**config.mk**
```make
export PLATFORM = sky130hd
export DESIGN_NAME = my_cic_interp_flat
export DESIGN_NICKNAME = d
export VERILOG_FILES = /design/src/rtl/my_cic_interp_if.sv /design/src/rtl/my_cic_interp.sv /design/src/flat_wrapper.sv
export SDC_FILE = /design/constraint.sdc
export NUM_CORES = 1
export LEC_CHECK = 0
export ABC_AREA = 1
export BUFFER_PORTS_ARGS = -buffer_cell sky130_fd_sc_hd__buf_2
export CAP_MARGIN = 20
export CORE_ASPECT_RATIO = 2
export CORE_UTILIZATION = 25
export CTS_CLUSTER_DIAMETER = 30
export DETAILED_ROUTE_END_ITERATION = 6
export GPL_ROUTABILITY_DRIVEN = 1
export MAX_ROUTING_LAYER = met4
export PLACE_DENSITY = 0.36
export SYNTH_ARGS = -nofsm -noshare
export SYNTH_HDL_FRONTEND = slang
export SYNTH_SLANG_ARGS = --single-unit
export TNS_END_PERCENT = 5
```
**constraint.sdc**
```tcl
create_clock -name clk -period 14.23 [get_ports clk]
set_input_delay 2.846 -clock clk [delete_from_list [all_inputs] [get_ports clk]]
set_output_delay 2.846 -clock clk [all_outputs]
set_load 0.02 [all_outputs]
```
**src/rtl/my_cic_interp_if.sv**
```systemverilog
// Sample-stream bundle for my_cic_interp: enable, low-rate input, phase strobe and output.
// CIC_INTERP_ROUND_EN narrows cic_out to IN_W, matching the rounded output of the block.
interface my_cic_interp_if #(
    parameter int IN_W  = 16,
    parameter int OUT_W = 21
);
`ifdef CIC_INTERP_ROUND_EN
    localparam int PORT_W = IN_W;
`else
    localparam int PORT_W = OUT_W;
`endif

    logic                     clk_enable;
    logic signed [IN_W-1:0]   cic_in;
    logic                     ce_in;
    logic signed [PORT_W-1:0] cic_out;
    logic                     ce_out;

    modport master (
        output clk_enable,
        output cic_in,
        input  ce_in,
        input  cic_out,
        input  ce_out
    );

    modport slave (
        input  clk_enable,
        input  cic_in,
        output ce_in,
        output cic_out,
        output ce_out
    );
endinterface

```
**src/rtl/my_cic_interp.sv**
```systemverilog
// N-stage CIC interpolator by R (differential delay 1), full-precision wrap-around arithmetic.
// Define CIC_INTERP_ROUND_EN for an IN_W-wide output: LSBs dropped, rounded half-up, saturated.
module my_cic_interp #(
    parameter int IN_W  = 16,
    parameter int R     = 5,
    parameter int N     = 3,
    parameter int OUT_W = 21
) (
    input  logic         clk,
    input  logic         syn_rst_n,
    my_cic_interp_if.slave bus
);

    localparam logic [3:0] LAST_PHASE = 4'(R - 1);

`ifdef CIC_INTERP_ROUND_EN
    localparam int PORT_W = IN_W;
    localparam int DROP   = OUT_W - IN_W;
    localparam logic [OUT_W:0] HALF = {{OUT_W{1'b0}}, 1'b1} << (DROP - 1);

    // Half-up rounding of the dropped LSBs, then clamp to the IN_W signed range.
    function automatic logic signed [IN_W-1:0] round_sat(input logic signed [OUT_W-1:0] v);
        logic [OUT_W:0] biased;
        logic [IN_W:0]  q;
        biased = {v[OUT_W-1], v} + HALF;
        q      = biased[OUT_W:DROP];
        if (q[IN_W] != q[IN_W-1]) begin
            round_sat = q[IN_W] ? {1'b1, {(IN_W-1){1'b0}}} : {1'b0, {(IN_W-1){1'b1}}};
        end else begin
            round_sat = q[IN_W-1:0];
        end
    endfunction
`else
    localparam int PORT_W = OUT_W;
`endif

    logic [3:0]               cur_count_r;
    logic signed [OUT_W-1:0]  diff_r     [N];
    logic signed [OUT_W-1:0]  stage_in_s [N];
    logic signed [OUT_W-1:0]  int_r      [N];
    logic signed [OUT_W-1:0]  in_ext_s;
    logic signed [OUT_W-1:0]  comb_out_s;
    logic signed [OUT_W-1:0]  up_s;
    logic signed [PORT_W-1:0] out_val_s;
    logic signed [PORT_W-1:0] cic_out_r;
    logic                     ce_in_s;
    logic                     ce_out_r;

    assign ce_in_s  = (cur_count_r == 4'd0) && bus.clk_enable;
    assign in_ext_s = OUT_W'(bus.cic_in);
    assign up_s     = ce_in_s ? comb_out_s : {OUT_W{1'b0}};

    // Low-rate comb chain: each stage subtracts its delayed input.
    always_comb begin : comb_chain
        logic signed [OUT_W-1:0] acc_v;
        acc_v = in_ext_s;
        for (int j = 0; j < N; j++) begin
            stage_in_s[j] = acc_v;
            acc_v         = acc_v - diff_r[j];
        end
        comb_out_s = acc_v;
    end

    // Output value selection (full precision or rounded/saturated).
    always_comb begin
`ifdef CIC_INTERP_ROUND_EN
        out_val_s = round_sat(int_r[N-1]);
`else
        out_val_s = int_r[N-1];
`endif
    end

    // Phase counter 0..R-1 over enabled clocks.
    always_ff @(posedge clk or negedge syn_rst_n) begin
        if (!syn_rst_n) begin
            cur_count_r <= 4'd0;
        end else if (bus.clk_enable) begin
            cur_count_r <= (cur_count_r == LAST_PHASE) ? 4'd0 : cur_count_r + 4'd1;
        end
    end

    // Comb delay registers load only on the input phase.
    always_ff @(posedge clk or negedge syn_rst_n) begin
        if (!syn_rst_n) begin
            for (int j = 0; j < N; j++) diff_r[j] <= {OUT_W{1'b0}};
        end else if (ce_in_s) begin
            for (int j = 0; j < N; j++) diff_r[j] <= stage_in_s[j];
        end
    end

    // High-rate integrators; each stage accumulates the registered previous stage.
    always_ff @(posedge clk or negedge syn_rst_n) begin
        if (!syn_rst_n) begin
            for (int k = 0; k < N; k++) int_r[k] <= {OUT_W{1'b0}};
        end else if (bus.clk_enable) begin
            int_r[0] <= int_r[0] + up_s;
            for (int k = 1; k < N; k++) int_r[k] <= int_r[k] + int_r[k-1];
        end
    end

    // Output register and its qualifier.
    always_ff @(posedge clk or negedge syn_rst_n) begin
        if (!syn_rst_n) begin
            cic_out_r <= {PORT_W{1'b0}};
            ce_out_r  <= 1'b0;
        end else begin
            ce_out_r <= bus.clk_enable;
            if (bus.clk_enable) begin
                cic_out_r <= out_val_s;
            end
        end
    end

    assign bus.ce_in   = ce_in_s;
    assign bus.cic_out = cic_out_r;
    assign bus.ce_out  = ce_out_r;

endmodule

```
**src/flat_wrapper.sv**
```systemverilog
// flat-port wrapper written by rule: the top's interface ports become plain ports
module my_cic_interp_flat 
#(
    parameter int IN_W  = 16,
    parameter int R     = 5,
    parameter int N     = 3,
    parameter int OUT_W = 21
)
  (clk, syn_rst_n, bus_clk_enable, bus_cic_in, bus_ce_in, bus_cic_out, bus_ce_out);
  my_cic_interp_if #(.IN_W(IN_W), .OUT_W(OUT_W)) bus_i ();
  input  logic clk;
  input  logic syn_rst_n;
  input wire logic [$bits(bus_i.clk_enable)-1:0] bus_clk_enable;
  input wire logic [$bits(bus_i.cic_in)-1:0] bus_cic_in;
  output wire logic [$bits(bus_i.ce_in)-1:0] bus_ce_in;
  output wire logic [$bits(bus_i.cic_out)-1:0] bus_cic_out;
  output wire logic [$bits(bus_i.ce_out)-1:0] bus_ce_out;
  assign bus_i.clk_enable = bus_clk_enable;
  assign bus_i.cic_in = bus_cic_in;
  assign bus_ce_in = bus_i.ce_in;
  assign bus_cic_out = bus_i.cic_out;
  assign bus_ce_out = bus_i.ce_out;
  my_cic_interp #(.IN_W(IN_W), .R(R), .N(N), .OUT_W(OUT_W)) u_core (.clk(clk), .syn_rst_n(syn_rst_n), .bus(bus_i));
endmodule
```
## Word level (Yosys, flattened, before mapping)

Index checks and enable logic that the tools add are counted.

- Multiplexer cells: 2
- Equality and inequality tests: 1
- Add/subtract/negate cells: 7
- Reduce and logical (&&, ||, !) cells: 2

Operator list:

| operator | number |
|---|---|
| adder 21 bit | 3 |
| subtractor 21 bit | 2 |
| two-way mux 21 bit | 1 |
| subtractor 16 x 16 -> 17 bit | 1 |
| adder 4 x 1 -> 4 bit, second input constant | 1 |
| equality test 4 x 3 -> 1 bit, second input constant | 1 |
| zero test 4 bit | 1 |
| two-way mux 4 bit | 1 |
| logical AND 1 bit | 1 |

- Input port bits: 19
- Output and inout port bits: 23
- Logic and storage cells: 21
- Bits in registers: 147

## Depth between registers and ports, before layout

Gate-level depths: netlist (run 1).

- Depth in word-level cells: 5
- Mapped depth: 44

## Worst setup path after synthesis (run 1)

Ideal clock, no wire load.

- Path type: input to register
- From: in bus_cic_in[0]
- To: reg u_core.int_r[62] in the netlist's numbering
- Setup time: 0.117 ns
- Setup slack: 6.258 ns
- Arrival: 7.855 ns
- Required time: 14.113 ns
- Stages: 37
- Path buffers: 0
- Path through: inv_1 > ha_1 > fa_1 > o21ai_2 > a21oi_1 > o21ai_0 > xor2_1 > inv_1 > ha_1 > nand2_1 > inv_1 > a21oi_1 > nand2_2 > nand3_1 > nand3_1 > a21boi_2 > o211ai_1 > nand2_1 > inv_1 > ha_1 > a21o_1 > o21bai_1 > a221oi_1 > nand3_1 > o21ai_0 > a21oi_1 > ha_1 > inv_1 > nor3_1 > nor3b_1 > nand3_1 > nand3_1 > inv_1 > nand2_2 > nand3_1 > nand2_1 > nand2_1

RTL lines:

| element | line | source |
|---|---|---|
| start, declared | flat_wrapper.sv:14 | `input wire logic [$bits(bus_i.cic_in)-1:0] bus_cic_in;` |
| end, declared | my_cic_interp.sv:40 | `logic signed [OUT_W-1:0] int_r [N];` |

==> results of run 1 <==
-- worst register-to-register path, delay by kind of cell (launching register included) --
family | cells | cell delay [ns]
DFF | 1 | 0.38
buffers and inverters | 1 | 0.06
adders and majority gates | 5 | 1.54
and+or+nand+nor | 12 | 3.17
AOI/OAI and AO/OA | 12 | 1.85
xor gates and xnor gates | 1 | 0.19
-- per-layer routing --
metal,GRT usage,vias up,share of wire
met5,-,-,0
met4,0.113,0,0.061
met3,0.0174,77,0.012
met2,0.370,131,0.61
met1,0.133,4607,0.32
li1,-,5199,-
-- placed cells by master (no fill, tap or decap), drive strengths merged, types with 17 or more instances in the layout --
master  netlist  routed
nand2       403     403
o21ai       184     184
inv         177     181
dfrtp       143     143
a21oi       139     139
ha          115     115
nor2         87      87
nand3        56      56
buf           8      49
xor2         48      48
clkbuf       23      20
nor3         19      19
nand4        17      17
-- through the flow --
stage	hold WS (ns)	instance area [µm²]
2_1_floorplan	0.449	11300
3_3_place_gp	0.449	12200
3_5_place_dp	0.453	12200
4_1_cts	0.470	12800
5_1_grt	0.488	12800
6_report	0.463	12800
-- kinds of logic after synthesis --
kind of cell | share of synthesized area
compound gates | 0.193
xor+xnor | 0.0493
flops | 0.316
fa+ha+maj | 0.138
buf+inv | 0.0695
simple gates | 0.235
-- registers in the layout, indices dropped and copies added, names as in the netlist --
| signal | flops |
|---|---|
| u_core.diff_r | 54 |
| u_core.int_r | 42 |
| u_core.bus.cic_out | 21 |
| u_core.out_val_s | 21 |
| u_core.cur_count_r | 4 |
| u_core.bus.ce_out | 1 |
-- cell type report --
cell class	count	area, µm²
Clock buffer	20	467
Clock inverter	12	150
Fill cell	5003	32100
Inverter	177	666
Multi-Input combinational cell	1177	6960
Sequential cell	143	3580
Tap cell	560	701
Timing Repair Buffer	49	279
-- path summary, 6_finish.rpt --
path,from,to,slack (ns)
hold reg to reg,u_core.bus.cic_out[10],u_core.bus.cic_out[10],0.46
setup / recovery,bus_cic_in[0],u_core.int_r[60],4.76
setup reg to reg,u_core.diff_r[42],u_core.int_r[60],6.90
min in group asynchronous,syn_rst_n,u_core.bus.cic_out[9],2.47
max in group asynchronous,syn_rst_n,u_core.diff_r[32],10.38
hold / removal,u_core.bus.cic_out[10],u_core.bus.cic_out[10],0.46
==> run_results.csv, run 1 <==
group,metric,value,unit
status,violations,"design-rule violations",
floorplanning,ios,42,
clocking,post_cts_resized,0,
synthesis,synth-seq-area-share,0.316,
synthesis,ys_async_sr_fraction,1.00,
floorplanning,core.rowCount,110,
global_routing,grt_pass1_wl,58.0,mm
route,route.detailed.drc,1,
synthesis,synth_top_area_share,0.316,
synthesis,synthCells,1528,
floorplanning,start_util,0.252,
critical_path,crit_cells,33,
finish,final_util,0.285,
clocking,postCtsHoldBufs,0,
synthesis,yosysTopAreaCell,"dfrtp_1",
worst_hold_path,hold_depth,2,
timing,fin_skew,0.0132,ns
critical_path,rr_worst_depth,31,
synthesis,synth.most_common_cell,"nand2_1",
synthesis,synthTopCellsByCount,"382 x nand2_1, 169 x inv_1, 143 x dfrtp_1, 141 x o21ai_0, 121 x a21oi_1",
critical_path,endpoint_kind,"register",
timing,max-slew-margin-rel,0.363,
finish,finalNonFillerCells,2138,
critical_path,critical_path_class,"primary input to register",
placement,hpwl,29.6,mm
synthesis,ys_ff_latch,143,
clocking,htreeDepth,4,
synthesis,synthesis.area,0.0113,mm²
finish,fin_nets,1705,
critical_path,critPathMaxFanout,5,
clocking,clk_latency,0.45,ns
synthesis,synth_cell_type_count,51,
global_routing,grt-ovfl-total,0,
synthesis,synth_edf_count,0,
timing,fin_crit_sh,0.665,
timing,finalHoldViolCount,0,
timing,rsz0062_at_grt,"false",
placement,globalplace.congestion,0.901,
clocking,cts_post_setup_buffers_inserted,0,
synthesis,synth_area_per_cell,7.41,µm²
run,drv_cap,0,
finish,area_growth,13.0,%
critical_path,critical_path.max_stage_delay,0.79,ns
critical_path,critPathArrivalTime,9.80,ns
floorplanning,fp.dieW,153,µm
floorplanning,chipHeight,303,µm
route,route.antenna.remaining_nets,0,
critical_path,required,14.56,ns
critical_path,cp_slowest_cell,"nor4_1",
timing,layout_min_cycle_time,9.47,ns
route,dr_total_vias,10000,
clocking,cts_tree,"yes",
route,wirelength,37.0,mm
placement,dpl_worst_slack,4.18,ns
placement,numPortBuffers,41,
worst_hold_path,hp-class,"register to register",
critical_path,cp_common_cell,"nand2_1",
critical_path,crit_buf_inv,3,
timing,fin_ws,4.76,ns
clocking,clock_sinks,143,
synthesis,yosys_most_used_dff,"dfrtp_1",
placement,dpl.cell_count,2106,
timing,worst_pin_slew,0.956,ns
global_routing,grtUsageTotal,0.173,
timing,setup_tns,0,ns
critical_path,cp-start-kind,"primary input",
route,dr.first_iter.drc_count,278,
route,detail_route.first_pass.iterations,7,
route,viasPerCell,4.68,
floorplanning,coreArea,0.0449,mm²
clocking,path_clk_slew,0.06,ns
timing,max_freq,106,MHz
clocking,clockBufferDepth,2,
timing,setup_viol,0,
finish,drive_above_1_share,0.107,
synthesis,yosys_warnings,0,
synthesis,syn_nets,1668,
global_routing,grt_max_degree,92,
global_routing,grt_antenna_before_repair,0,
clocking,cts_buffers,17,
clocking,cts_root_buf,"clkbuf_16",
timing,final_max_slew_viol_count,0,
global_routing,first_global_vias,10900,
synthesis,synth.area.top_cells,"dfrtp_1 32%, ha_1 13%, nand2_1 13%",
status,outcome,"finished with violations",
floorplanning,die-area,0.0462,mm²
finish,diodes,0,
critical_path,crit_family,"simple AND/OR/NAND/NOR gates",
route,wire_per_inst,17.3,µm
Power of run 1 is left out: the tool's default activity adds up to more than one toggle a clock period on the data nets, which glitch-free logic cannot reach.
==> run 2: changes to the inputs <==
Settings changed: PLACE_DENSITY 0.36 to 0.37.
Clock period 14.23 ns to 7.9 ns, I/O delays scaled along.
==> run_results.csv, run 2 (synthesis results as in run 1) <==
group,metric,value,unit
global_routing,grt_max_degree,87,
critical_path,cp_common_cell,"nand2_1",
finish,drive_above_1_share,0.111,
route,dr_wl_met2,22.4,mm
timing,hold_ws,0.465,ns
floorplanning,coreArea,0.0449,mm²
timing,setup_viol,0,
route,dr_total_vias,9993,
route,wl_met1,11.8,mm
critical_path,critPathMaxFanout,5,
clocking,cts_root_buf,"clkbuf_16",
status,violations,"design-rule violations",
route,viasPerCell,4.67,
clocking,cts_tree,"yes",
global_routing,grt_antenna_before_repair,0,
global_routing,first_global_vias,10500,
clocking,clk_latency,0.46,ns
timing,setup_tns,0,ns
critical_path,endpoint_kind,"register",
route,route.antenna.remaining_nets,0,
finish,multiInputGateArea,0.00700,mm²
timing,fin_skew,0.0129,ns
route,dr.first_iter.drc_count,310,
finish,fin_nets,1708,
timing,fin_ws,0.404,ns
finish,ff_latch_area,0.00358,mm²
timing,max_freq,133,MHz
timing,final_max_slew_viol_count,0,
global_routing,grt-ovfl-total,0,
global_routing,grt_pass1_wl,57.0,mm
floorplanning,chipHeight,303,µm
status,outcome,"finished with violations",
critical_path,timing.rr.start,"u_core.diff_r[42]",
finish,layout_common_cells,"382 x nand2_1, 169 x inv_1, 143 x dfrtp_1",
critical_path,critPathLaunch,"bus_cic_in[0]",
critical_path,critical_path_class,"primary input to register",
clocking,cts_post_setup_buffers_inserted,0,
worst_hold_path,hp-start,"u_core.bus.cic_out[12]",
route,routed-wl-met3,488,µm
run,drv_cap,0,
floorplanning,start_util,0.252,
clocking,cts_buffers,17,
critical_path,cp-start-kind,"primary input",
floorplanning,core.rowCount,110,
finish,largestRegisters,"u_core.diff_r (54), u_core.int_r (42)",
clocking,postCtsHoldBufs,0,
finish,area_growth,13.3,%
placement,dpl_worst_slack,-1.07,ns
worst_hold_path,hp-class,"register to register",
route,route.detailed.drc,1,
clocking,path_clk_slew,0.07,ns
floorplanning,fp.dieW,153,µm
placement,hpwl,29.2,mm
route,wire_per_inst,17.1,µm
critical_path,cp_slowest_cell,"fa_1",
floorplanning,die-area,0.0462,mm²
finish,diodes,0,
timing,worst_pin_slew,0.891,ns
global_routing,grtUsageTotal,0.171,
timing,rsz0062_at_grt,"false",
route,wirelength,36.7,mm
placement,globalplace.congestion,0.921,
placement,numPortBuffers,41,
floorplanning,ios,42,
finish,fillers,5003,
timing,finalHoldViolCount,0,
timing,layout_min_cycle_time,7.50,ns
finish,largest-register,"u_core.diff_r",
clocking,clock_sinks,143,
finish,largest_reg_flops,54,
finish,final_common_cell,"nand2_1",
route,detail_route.first_pass.iterations,7,
critical_path,critPathArrivalTime,7.83,ns
critical_path,critical_path.max_stage_delay,0.43,ns
timing,fin_crit_sh,0.949,
timing,max-slew-margin-rel,0.406,
clocking,clockBufferDepth,2,
clocking,htreeDepth,4,
critical_path,required,8.24,ns
route,top_layer,"met4",
## run 2: repair_timing
item                                    CTS  global route
pin swaps                                 1             2
endpoints found under the setup margin    1             2
gates resized for setup                   3             3
## run 2: worst paths after layout
| check | slack, ns | to | cells after the start |
|---|---|---|---|
| max | 0.40 | u_core.int_r[60] | 35 |
| min | 0.47 | u_core.bus.cic_out[12] | 2 |
| max reg2reg | 1.26 | u_core.int_r[60] | 33 |
| min reg2reg | 0.47 | u_core.bus.cic_out[12] | 2 |
| max in group asynchronous | 5.30 | u_core.diff_r[14] | 2 |
| min in group asynchronous | 1.20 | u_core.out_val_s[2] | 1 |
## run 2: metal layers
metal	track usage	vias to the layer above
li1	-	5207
met1	0.133	4575
met2	0.367	130
met3	0.0179	81
met4	0.103	0
met5	-	-
## run 2: metrics by stage
step | utilization | std cells | cell area [µm²]
CTS | 0.286 | 2141 | 12800
global placement | 0.272 | 2109 | 12200
finish | 0.286 | 2141 | 12800
detailed placement | 0.272 | 2109 | 12200
floorplan | - | 1528 | 11300
global route | 0.286 | 2141 | 12800
## run 2: area by class of cell
type                    instances  share of cell area
well taps                     560              0.0546
inverters                     177              0.0519
clock buffers                  17              0.0331
multi-input cells            1177               0.545
flip-flops and latches        143               0.279
clock inverters                15              0.0134
repair buffers                 52              0.0229
## run 2: worst max-delay path: cells and delay by family
kind,cells,cell delay (ns)
xor gates and xnor gates,1,0.20
and+or+nand+nor,18,3.00
adders and majority gates,5,1.55
AOI/OAI and AO/OA,8,1.32
buffers and inverters,3,0.17
Power of run 2 is left out for the same reason.
==> run 3: changes to the inputs <==
Settings changed: CELL_PAD_IN_SITES_DETAIL_PLACEMENT from default to 0, CELL_PAD_IN_SITES_GLOBAL_PLACEMENT from default to 1, PLACE_DENSITY 0.37 to 0.47, REMOVE_ABC_BUFFERS from default to 1, TNS_END_PERCENT 5 to default.
==> run_results.csv, run 3 (synthesis results as in run 1) <==
group,metric,value,unit
status,outcome,"finished with violations",
status,violations,"design-rule violations",
route,detail_route.first_pass.iterations,7,
timing,fin_ws,0.522,ns
worst_hold_path,hp-class,"register to register",
timing,finalHoldViolCount,0,
finish,area_growth,13.4,%
clocking,cts_tree,"yes",
clocking,cts_post_setup_buffers_inserted,0,
global_routing,grt_antenna_before_repair,0,
finish,diodes,0,
timing,fin_skew,0.0118,ns
finish,fin_area,0.0128,mm²
clocking,clk_latency,0.46,ns
clocking,clock_sinks,143,
floorplanning,ios,42,
timing,rsz0062_at_grt,"false",
timing,layout_min_cycle_time,7.38,ns
route,route.detailed.drc,1,
global_routing,grtUsageTotal,0.175,
timing,max-slew-margin-rel,0.305,
placement,hpwl,30.3,mm
global_routing,grt-ovfl-total,0,
critical_path,cp_slowest_cell,"fa_1",
placement,dpl_worst_slack,-0.708,ns
critical_path,critPathArrivalTime,7.72,ns
timing,max_freq,136,MHz
timing,final_max_slew_viol_count,0,
route,dr.first_iter.drc_count,325,
clocking,htreeDepth,4,
critical_path,critical_path.max_stage_delay,0.43,ns
finish,fillers,4944,
run,drv_cap,0,
placement,dpl.cell_count,2110,
global_routing,grt_pass1_wl,58.1,mm
global_routing,grt_max_degree,100,
clocking,post_cts_resized,1,
floorplanning,coreArea,0.0449,mm²
route,route.antenna.remaining_nets,0,
floorplanning,fp.dieW,153,µm
timing,setup_viol,0,
critical_path,cp-start-kind,"primary input",
finish,layout_common_cells,"382 x nand2_1, 169 x inv_1, 143 x dfrtp_1",
route,wirelength,37.4,mm
finish,drive_above_1_share,0.111,
clocking,cts_root_buf,"clkbuf_16",
clocking,postCtsHoldBufs,0,
route,viasPerCell,4.64,
timing,worst_pin_slew,1.03,ns
critical_path,critPathMaxFanout,5,
finish,fin_nets,1709,
placement,placed_area,0.0122,mm²
critical_path,endpoint_kind,"register",
placement,globalplace.congestion,0.869,
floorplanning,chipHeight,303,µm
finish,largest-register,"u_core.diff_r",
clocking,clockBufferDepth,2,
placement,numPortBuffers,41,
clocking,path_clk_slew,0.06,ns
floorplanning,die-area,0.0462,mm²
finish,final_common_cell,"nand2_1",
worst_hold_path,hold_depth,2,
finish,finalNonFillerCells,2142,
route,dr_total_vias,9930,
critical_path,required,8.24,ns
floorplanning,start_util,0.252,
floorplanning,core.rowCount,110,
timing,fin_crit_sh,0.934,
critical_path,rr_worst_depth,30,
clocking,cts_buffers,17,
finish,final_util,0.286,
critical_path,critical_path_class,"primary input to register",
route,wire_per_inst,17.5,µm
global_routing,first_global_vias,10500,
finish,largestRegisters,"u_core.diff_r (54), u_core.int_r (42)",
finish,largest_reg_flops,54,
run 3: changes by cell type in the layout (fill, tap and decap cells not counted), sizes merged:
cell,previous run,this run
bufinv,1,2
clkbuf,17,20
clkinvlp,1,4
inv,185,179
clkinv,5,4
buf,52,53
run 3: final timing paths:
check                                             from                     end  slack [ns]
worst max-delay path                     bus_cic_in[0]        u_core.int_r[60]        0.52
worst min-delay path            u_core.bus.cic_out[10]  u_core.bus.cic_out[10]        0.46
worst max register to register       u_core.diff_r[42]        u_core.int_r[60]        1.40
worst min register to register  u_core.bus.cic_out[10]  u_core.bus.cic_out[10]        0.46
max in group asynchronous                    syn_rst_n       u_core.diff_r[15]        5.57
min in group asynchronous                    syn_rst_n   u_core.bus.cic_out[3]        1.12
run 3: worst max-delay path, delay by kind of cell:
kind / cells / cell delay [ns]
buf+inv: 3 / 0.17
fa+ha+maj: 5 / 1.67
simple gates: 9 / 1.48
xor+xnor: 1 / 0.20
compound gates: 14 / 2.61
run 3: metrics by stage:
stage               setup TNS (ns)  hold WS (ns)
global placement             -1.04         0.448
detailed placement           -1.06         0.453
floorplan                        0         0.449
finish                           0         0.464
CTS                              0         0.470
global route                     0         0.481
run 3: final cells by class:
cell class | count | area (µm²) | area share
clock buffers | 20 | 447 | 0.0348
clock inverters | 12 | 135 | 0.0105
flip-flops and latches | 143 | 3580 | 0.279
inverters | 177 | 666 | 0.0518
multi-input cells | 1177 | 7000 | 0.545
repair buffers | 53 | 314 | 0.0245
well taps | 560 | 701 | 0.0546
run 3: metal layers:
metal  up-vias  part of all wire  wire (µm)  track usage
met5         -                 0          0            -
met4         0             0.055       2050        0.100
met3        62             0.014        508       0.0180
met2       109              0.62      23200        0.379
met1      4568              0.31      11600        0.135
li1       5191                 -          -            -
Power of run 3 is left out for the same reason.
